### src/rtl/rect_cmd_sequencer.sv
// rect_cmd_sequencer
//   Command front end for flip_controller. Collects a 7-byte rectangle-flip
//   frame (0xA5, ADDR, R1, R2, C1, C2, CHK) from a valid/ready byte stream,
//   validates checksum and coordinate range, then presents the command with
//   a one-cycle start pulse and waits for done (or a timeout).
//
//   state     | meaning
//   ----------+------------------------------------------------------------
//   IDLE      | hunting for the 0xA5 header, other bytes dropped
//   COLLECT   | capturing the 6 payload bytes (0xA5 here is plain data)
//   CHECK     | one cycle: checksum then range validation
//   ISSUE     | one cycle: start pulse, timeout counter cleared
//   WAIT_DONE | waiting for done; aborts after TIMEOUT cycles
//
// Ports
//   clk, reset            clock (rising edge), async active-high reset
//   in_valid/in_data      byte stream in; in_ready = byte accepted
//   done                  completion from flip_controller
//   start                 one-cycle command strobe
//   base_addr,r1,r2,c1,c2 latched command, stable from ISSUE to next good CHECK
//   busy                  high in CHECK, ISSUE, WAIT_DONE
//   cmd_ok, cmd_err       one-cycle completion / reject-or-abort pulses
//   err_code              sticky: 0 none, 1 checksum, 2 range, 3 timeout
//   cmd_count             completed commands, wrapping
module rect_cmd_sequencer #(
  parameter int ROWS       = 4,
  parameter int COLS       = 4,
  parameter int ADDR_WIDTH = 8,
  parameter int TIMEOUT    = 255,
  localparam int RW        = $clog2(ROWS),
  localparam int CW        = $clog2(COLS)
) (
  input  logic                  clk,
  input  logic                  reset,
  input  logic                  in_valid,
  input  logic [7:0]            in_data,
  output logic                  in_ready,
  input  logic                  done,
  output logic                  start,
  output logic [ADDR_WIDTH-1:0] base_addr,
  output logic [RW-1:0]         r1,
  output logic [RW-1:0]         r2,
  output logic [CW-1:0]         c1,
  output logic [CW-1:0]         c2,
  output logic                  busy,
  output logic                  cmd_ok,
  output logic                  cmd_err,
  output logic [1:0]            err_code,
  output logic [15:0]           cmd_count
);

  localparam int TW = $clog2(TIMEOUT + 1);
  localparam logic [7:0] ROWS_B = 8'(ROWS);
  localparam logic [7:0] COLS_B = 8'(COLS);

  typedef enum logic [2:0] {IDLE, COLLECT, CHECK, ISSUE, WAIT_DONE} state_t;

  state_t state_q, state_d;

  logic [2:0]    idx_q;
  logic [7:0]    addr_q, r1_q, r2_q, c1_q, c2_q, chk_q;
  logic [TW-1:0] tmo_q;

  logic accept, chk_fail, range_fail, tmo_hit;

  // Upper coordinate bits are compared too, so out-of-width values are caught.
  assign chk_fail   = (addr_q ^ r1_q ^ r2_q ^ c1_q ^ c2_q) != chk_q;
  assign range_fail = (r1_q >= ROWS_B) || (r2_q >= ROWS_B) ||
                      (c1_q >= COLS_B) || (c2_q >= COLS_B) ||
                      (r1_q > r2_q) || (c1_q > c2_q) ||
                      ((addr_q >> ADDR_WIDTH) != 8'd0);
  // The counter starts at 0 on the first WAIT_DONE cycle, so TIMEOUT-1 marks
  // the TIMEOUT-th cycle after ISSUE.
  assign tmo_hit    = (tmo_q == TW'(TIMEOUT - 1));

  // in_ready is gated by reset so every output reads 0 while reset is held.
  assign in_ready = !busy && !reset;
  assign accept   = in_valid && in_ready;

  always_ff @(posedge clk or posedge reset) begin
    if (reset) state_q <= IDLE;
    else       state_q <= state_d;
  end

  always_comb begin
    state_d = state_q;
    start   = 1'b0;
    busy    = 1'b0;
    cmd_ok  = 1'b0;
    cmd_err = 1'b0;
    case (state_q)
      IDLE: begin
        if (accept && in_data == 8'hA5) state_d = COLLECT;
      end
      COLLECT: begin
        if (accept && idx_q == 3'd5) state_d = CHECK;
      end
      CHECK: begin
        busy = 1'b1;
        if (chk_fail || range_fail) begin
          cmd_err = 1'b1;
          state_d = IDLE;
        end else begin
          state_d = ISSUE;
        end
      end
      ISSUE: begin
        busy    = 1'b1;
        start   = 1'b1;
        state_d = WAIT_DONE;
      end
      WAIT_DONE: begin
        busy = 1'b1;
        if (done) begin
          cmd_ok  = 1'b1;
          state_d = IDLE;
        end else if (tmo_hit) begin
          cmd_err = 1'b1;
          state_d = IDLE;
        end
      end
      default: state_d = IDLE;
    endcase
  end

  always_ff @(posedge clk or posedge reset) begin
    if (reset) begin
      idx_q     <= '0;
      addr_q    <= '0;
      r1_q      <= '0;
      r2_q      <= '0;
      c1_q      <= '0;
      c2_q      <= '0;
      chk_q     <= '0;
      tmo_q     <= '0;
      base_addr <= '0;
      r1        <= '0;
      r2        <= '0;
      c1        <= '0;
      c2        <= '0;
      err_code  <= 2'd0;
      cmd_count <= 16'd0;
    end else begin
      case (state_q)
        IDLE: begin
          if (accept) idx_q <= 3'd0;
        end
        COLLECT: begin
          if (accept) begin
            idx_q <= idx_q + 3'd1;
            case (idx_q)
              3'd0:    addr_q <= in_data;
              3'd1:    r1_q   <= in_data;
              3'd2:    r2_q   <= in_data;
              3'd3:    c1_q   <= in_data;
              3'd4:    c2_q   <= in_data;
              default: chk_q  <= in_data;
            endcase
          end
        end
        CHECK: begin
          if (chk_fail) begin
            err_code <= 2'd1;
          end else if (range_fail) begin
            err_code <= 2'd2;
          end else begin
            base_addr <= addr_q[ADDR_WIDTH-1:0];
            r1        <= r1_q[RW-1:0];
            r2        <= r2_q[RW-1:0];
            c1        <= c1_q[CW-1:0];
            c2        <= c2_q[CW-1:0];
          end
        end
        ISSUE: begin
          tmo_q <= '0;
        end
        WAIT_DONE: begin
          tmo_q <= tmo_q + TW'(1);
          if (done) begin
            cmd_count <= cmd_count + 16'd1;
            err_code  <= 2'd0;
          end else if (tmo_hit) begin
            err_code <= 2'd3;
          end
        end
        default: ;
      endcase
    end
  end

endmodule
### config.mk
export PLATFORM = sky130hd
export DESIGN_NAME = rect_cmd_sequencer
export DESIGN_NICKNAME = d
export VERILOG_FILES = /design/src/rtl/rect_cmd_sequencer.sv
export SDC_FILE = /design/constraint.sdc
export NUM_CORES = 1
export LEC_CHECK = 0
export CORE_MARGIN = 2
export CORE_UTILIZATION = 45
export CTS_BUF_LIST = sky130_fd_sc_hd__clkbuf_8
export CTS_CLUSTER_DIAMETER = 120
export DETAILED_ROUTE_END_ITERATION = 10
export GPL_TIMING_DRIVEN = 1
export PLACE_DENSITY_LB_ADDON = 0.1
export RECOVER_POWER = 50
export SYNTH_ARGS = -nofsm -noshare
export SYNTH_HDL_FRONTEND = slang
export SYNTH_SLANG_ARGS = --single-unit
### constraint.sdc
create_clock -name clk -period 9.1 [get_ports clk]
set_input_delay 1.82 -clock clk [delete_from_list [all_inputs] [get_ports clk]]
set_output_delay 1.82 -clock clk [all_outputs]
set_load 0.05 [all_outputs]
## Yosys cells after proc, flatten, opt, wreduce, memory -nomap -nowiden

Cells that the tools add are included.

- $add $sub $neg: 3
- Magnitude comparators: 6
- Equal/unequal tests: 18
- Muxes and demuxes: 23
- Bitwise logic cells: 7
- Reduce and logical (&&, ||, !) cells: 30

Operator list:

| cell | count |
|---|---|
| 8-bit by 3-bit >= comparator with 1-bit output, second input constant | 4 |
| 8-bit XOR | 4 |
| 3-bit AND reduction | 10 |
| 3-bit two-way mux | 6 |
| 16-bit by 1-bit adder with 16-bit output, second input constant | 1 |
| 8-bit equality test, second input constant | 2 |
| 8-bit greater-than comparator | 2 |
| 8-bit case mux with 2 select lines | 1 |
| 3-bit case mux with 5 select lines | 1 |
| 3-bit by 2-bit equality test with 1-bit output, second input constant | 4 |
| 2-bit two-way mux | 5 |
| 3-bit equality test, second input constant | 3 |
| 8-bit by 1-bit adder with 8-bit output, second input constant | 1 |
| 2-bit != test, second input constant | 4 |
| 8-bit != test | 1 |
| 1-bit two-way mux | 7 |
| 3-bit by 1-bit equality test with 1-bit output, second input constant | 2 |
| 3-bit zero test | 2 |
| 1-bit logical OR | 6 |
| 3-bit != test, second input constant | 2 |
| 3-bit case mux with 2 select lines | 1 |
| 2-bit nonzero test | 3 |
| 5-bit OR reduction | 1 |
| 1-bit logical AND | 4 |
| other kinds (7) | 10 |

- Register bits after elaboration: 96
- Input port bits: 12
- Output and inout port bits: 39
- Logic and storage cells: 103

## Longest topological paths before layout

- Word-level depth: 9
- Depth in mapped cells: 9
- Mapped depth without buffers: 8

## Worst setup path after synthesis

OpenSTA, ideal clock, no wires.

- Kind: input to output
- Start point: input done
- End point: output cmd_ok
- Data arrival time: 2.652 ns
- Data required time: 7.280 ns
- Setup slack: 4.628 ns
- Stages: 2
- Buffers on the path: 1
- Path through: nor4bb_1 -> clkbuf_1

- Cells in the longest elaborated chain, start to end: 2

Ends and longest elaborated chain:

| element | RTL line | RTL |
|---|---|---|
| from (decl) | 38 | `input logic done,` |
| 1-bit two-way mux | 114 | `if (done) begin` |
| 1-bit two-way mux | 91 | `case (state_q)` |
| to (decl) | 46 | `output logic cmd_ok,` |

No other way between the ends.

## Final worst setup path

Ends and elaborated chain as after synthesis.

==> flow_summary.yaml <==
die:
  start_util_pct: 46.8
  core_sq_um: 10400
  die_x_um: 108
  num_rows: 37
  dieArea_sq_um: 11700
  die_h_um: 108
  ios: 51
layout:
  area_growth_syn_to_layout_pct: 17.6
  antennaDiodeCount: 0
  nets: 498
  final_cell_area_sq_um: 5730
  fin_util_pct: 55.0
  fillers: 901
  drive_above_1_share_pct: 19.3
route:
  wl_per_cell_um: 16.2
  dr.pass1.iters: 4
  totalWireLength_um: 9740
  drt_iter0_drc: 99
  vias: 3162
  drc: 0
  ant_nets: 0
  avgViaCountPerCell: 5.24
timing:
  timing.final.crit_share_pct: 62.6
  drv_slew: 0
  period_minus_slack_ns: 5.70
  setup_viol: 0
  slew_headroom_pct: 19.1
  report.final.hold_viol_count: 0
  fin_tns_setup_ns: 0
  rsz0062_at_grt: "no"
  finClkSkew_ns: 0.0102
  max_freq_ghz: 0.175
  max_slew.worst_pin.slew_ns: 1.21
placement:
  numPortBuffers: 50
  place_congestion: 0.817
  hpwlAfterDp_um: 7160
  placed_area_sq_um: 5540
power:
  p_leak_nw: 2.70
  peakVddDrop_mv: 0.0854
  power.density_nw_per_um2: 144
worst_setup_path:
  cp_slowest_cell: "clkdlybuf4s50_1"
  crit_chain: "dlygate4sd3_1 > nor4bb_1 > clkbuf_1 > clkdlybuf4s50_1"
  worst_r2r_path_depth: 6
  rrSetupSlack_ns: 5.95
  crit_start: "done"
  end_kind: "output pin"
  r2r_end: "r1[0]"
  start_kind: "primary input"
  cp.arrival_ns: 3.88
  cp_top_family: "buffers and inverters"
  crit_buf_inv: 3
  criticalPathCategory: "in -> out"
  r2r-start: "r1_q[1]"
  critical_path.max_stage_delay_ns: 0.87
  required_ns: 7.28
  crit_cells: 4
  crit_path_max_fanout: 7
clock_network:
  h-tree-depth: 3
  clk_latency_ns: 0.36
  postCtsSetupBuffers: 0
  clock-sinks: 96
  cts_root_buf: "clkbuf_8"
  cts_tree: "done"
  path_clk_slew_ns: 0.10
  cts_hold_buffers: 0
  cts_buffers: 9
  clockBufferDepth: 2
  cts_resized: 0
synth:
  synth.ff_latch_count: 96
  synth.distinct_cells: 43
  ys_warn_count: 0
  synthCells: 403
  synthesis.area_sq_um: 4870
  ys.flop_type: "dfrtp_1"
  synthArstFlopShare_pct: 100
  syn_area_per_cell_sq_um: 12.1
  ys_top_cells_by_area: "dfrtp_1 (49%), mux2_2 (15%), xnor2_1 (6.8%)"
  syn_nets: 439
  synth_edf_count: 0
  synth_largest_area_cell: "dfrtp_1"
  ys_seq_area_share_pct: 49.3
  synth_top_area_share_pct: 49.3
global_routing:
  grt_use_total_pct: 18.2
  antenna_found_initial: 0
  globalRouteOverflowTotal: 0
  grt_pass1_wl_um: 16500
  grt_start_max_net_pins: 71
  grt_pass1_vias: 3237
min_path:
  holdPathStages: 1
  holdPathEnd: "tmo_q[7]"
  hold_start: "tmo_q[7]"
  min_path_type: "reg -> reg"
flow_run:
  maxCapViolCount: 0
run_status:
  status: "completed"
## registers in the layout, summed over array words and instances, names as in the netlist, 3 cells and up
signal and cells:
chk_q 8, idx_q 3, c1_q 8, base_addr 8, r2_q 8, r1_q 8, c2_q 8, tmo_q 8
addr_q 8, state_q 3, cmd_count 16
## report_power, final
group | internal [mW] | switching, mW
clock | 0.133 | 0.152
combinational | 0.0404 | 0.0490
sequential | 0.437 | 0.0128
## routing by layer
layer	up-vias	routed length, um	GRT usage (%)
met1	1573	4840	25.5
met2	43	4540	28.8
met3	8	272	3.38
li1	1538	-	-
met4	0	96	5.40
met5	-	0	0
## final cells by class
type                       instances  area, sq um  area share, %
sequential                        96         2400           41.9
multi-input combinational        279         2360           41.1
timing repair buffer              52          512           8.93
tap                              136          170           2.97
clock buffer                      10          138           2.40
inverter                          24         91.3           1.59
clock inverter                     6         61.3           1.07
## per-stage QoR
step                hold slack, ns  instances  power [mW]  setup slack (ns)
floorplan                    0.445        403       0.519              4.63
global placement             0.469        587       0.548              3.65
detailed placement           0.473        587       0.549              3.65
CTS                          0.487        603       0.835              3.64
global route                 0.510        603       0.861              3.34
finish                       0.482        603       0.824              3.40
## logic make-up after synthesis
| group | after synthesis | synth area share (%) |
|---|---|---|
| buf+inv | 28 | 2.31 |
| xor+xnor | 49 | 10.5 |
| compound gates | 34 | 4.24 |
| fa+ha+maj | 24 | 6.16 |
| simple gates | 105 | 12.0 |
| flops | 96 | 49.3 |
| mux | 67 | 15.4 |
## synth_stat cells (all sizes together) (2+ instances only)
cell type,number
dfrtp,96
mux2,65
xnor2,38
ha,24
inv,24
nand2,24
nor2,16
o21ai,14
nand4,12
nand3,11
nor4,9
a21oi,8
nand2b,7
and3,6
nor3,6
xnor3,6
xor2,5
clkbuf,3
nor2b,3
a21o,2
a31o,2
mux2i,2
nand3b,2
o211ai,2
or2,2
## worst max-delay path by stage
stage	to
after CTS	cmd_ok
after floorplan	cmd_ok
after detailed placement	cmd_ok
final	cmd_ok
after global routing	cmd_ok
after global placement	cmd_ok
## layout by cell type (no fill, tap or decap), drive strengths merged, types with 3 or more instances in the layout
cell type,count
nor3,6
nor2,16
nand4,12
mux2,65
nand3,11
nor2b,3
nand2,24
xnor2,38
dlygate4sd3,3
a21oi,8
clkbuf,11
xor2,5
ha,24
xnor3,6
nand2b,7
and3,6
nor4,9
o21ai,14
clkdlybuf4s50,47
dfrtp,96
inv,25
clkinvlp,3
Note: power is estimated with default switching activity, not from simulation.
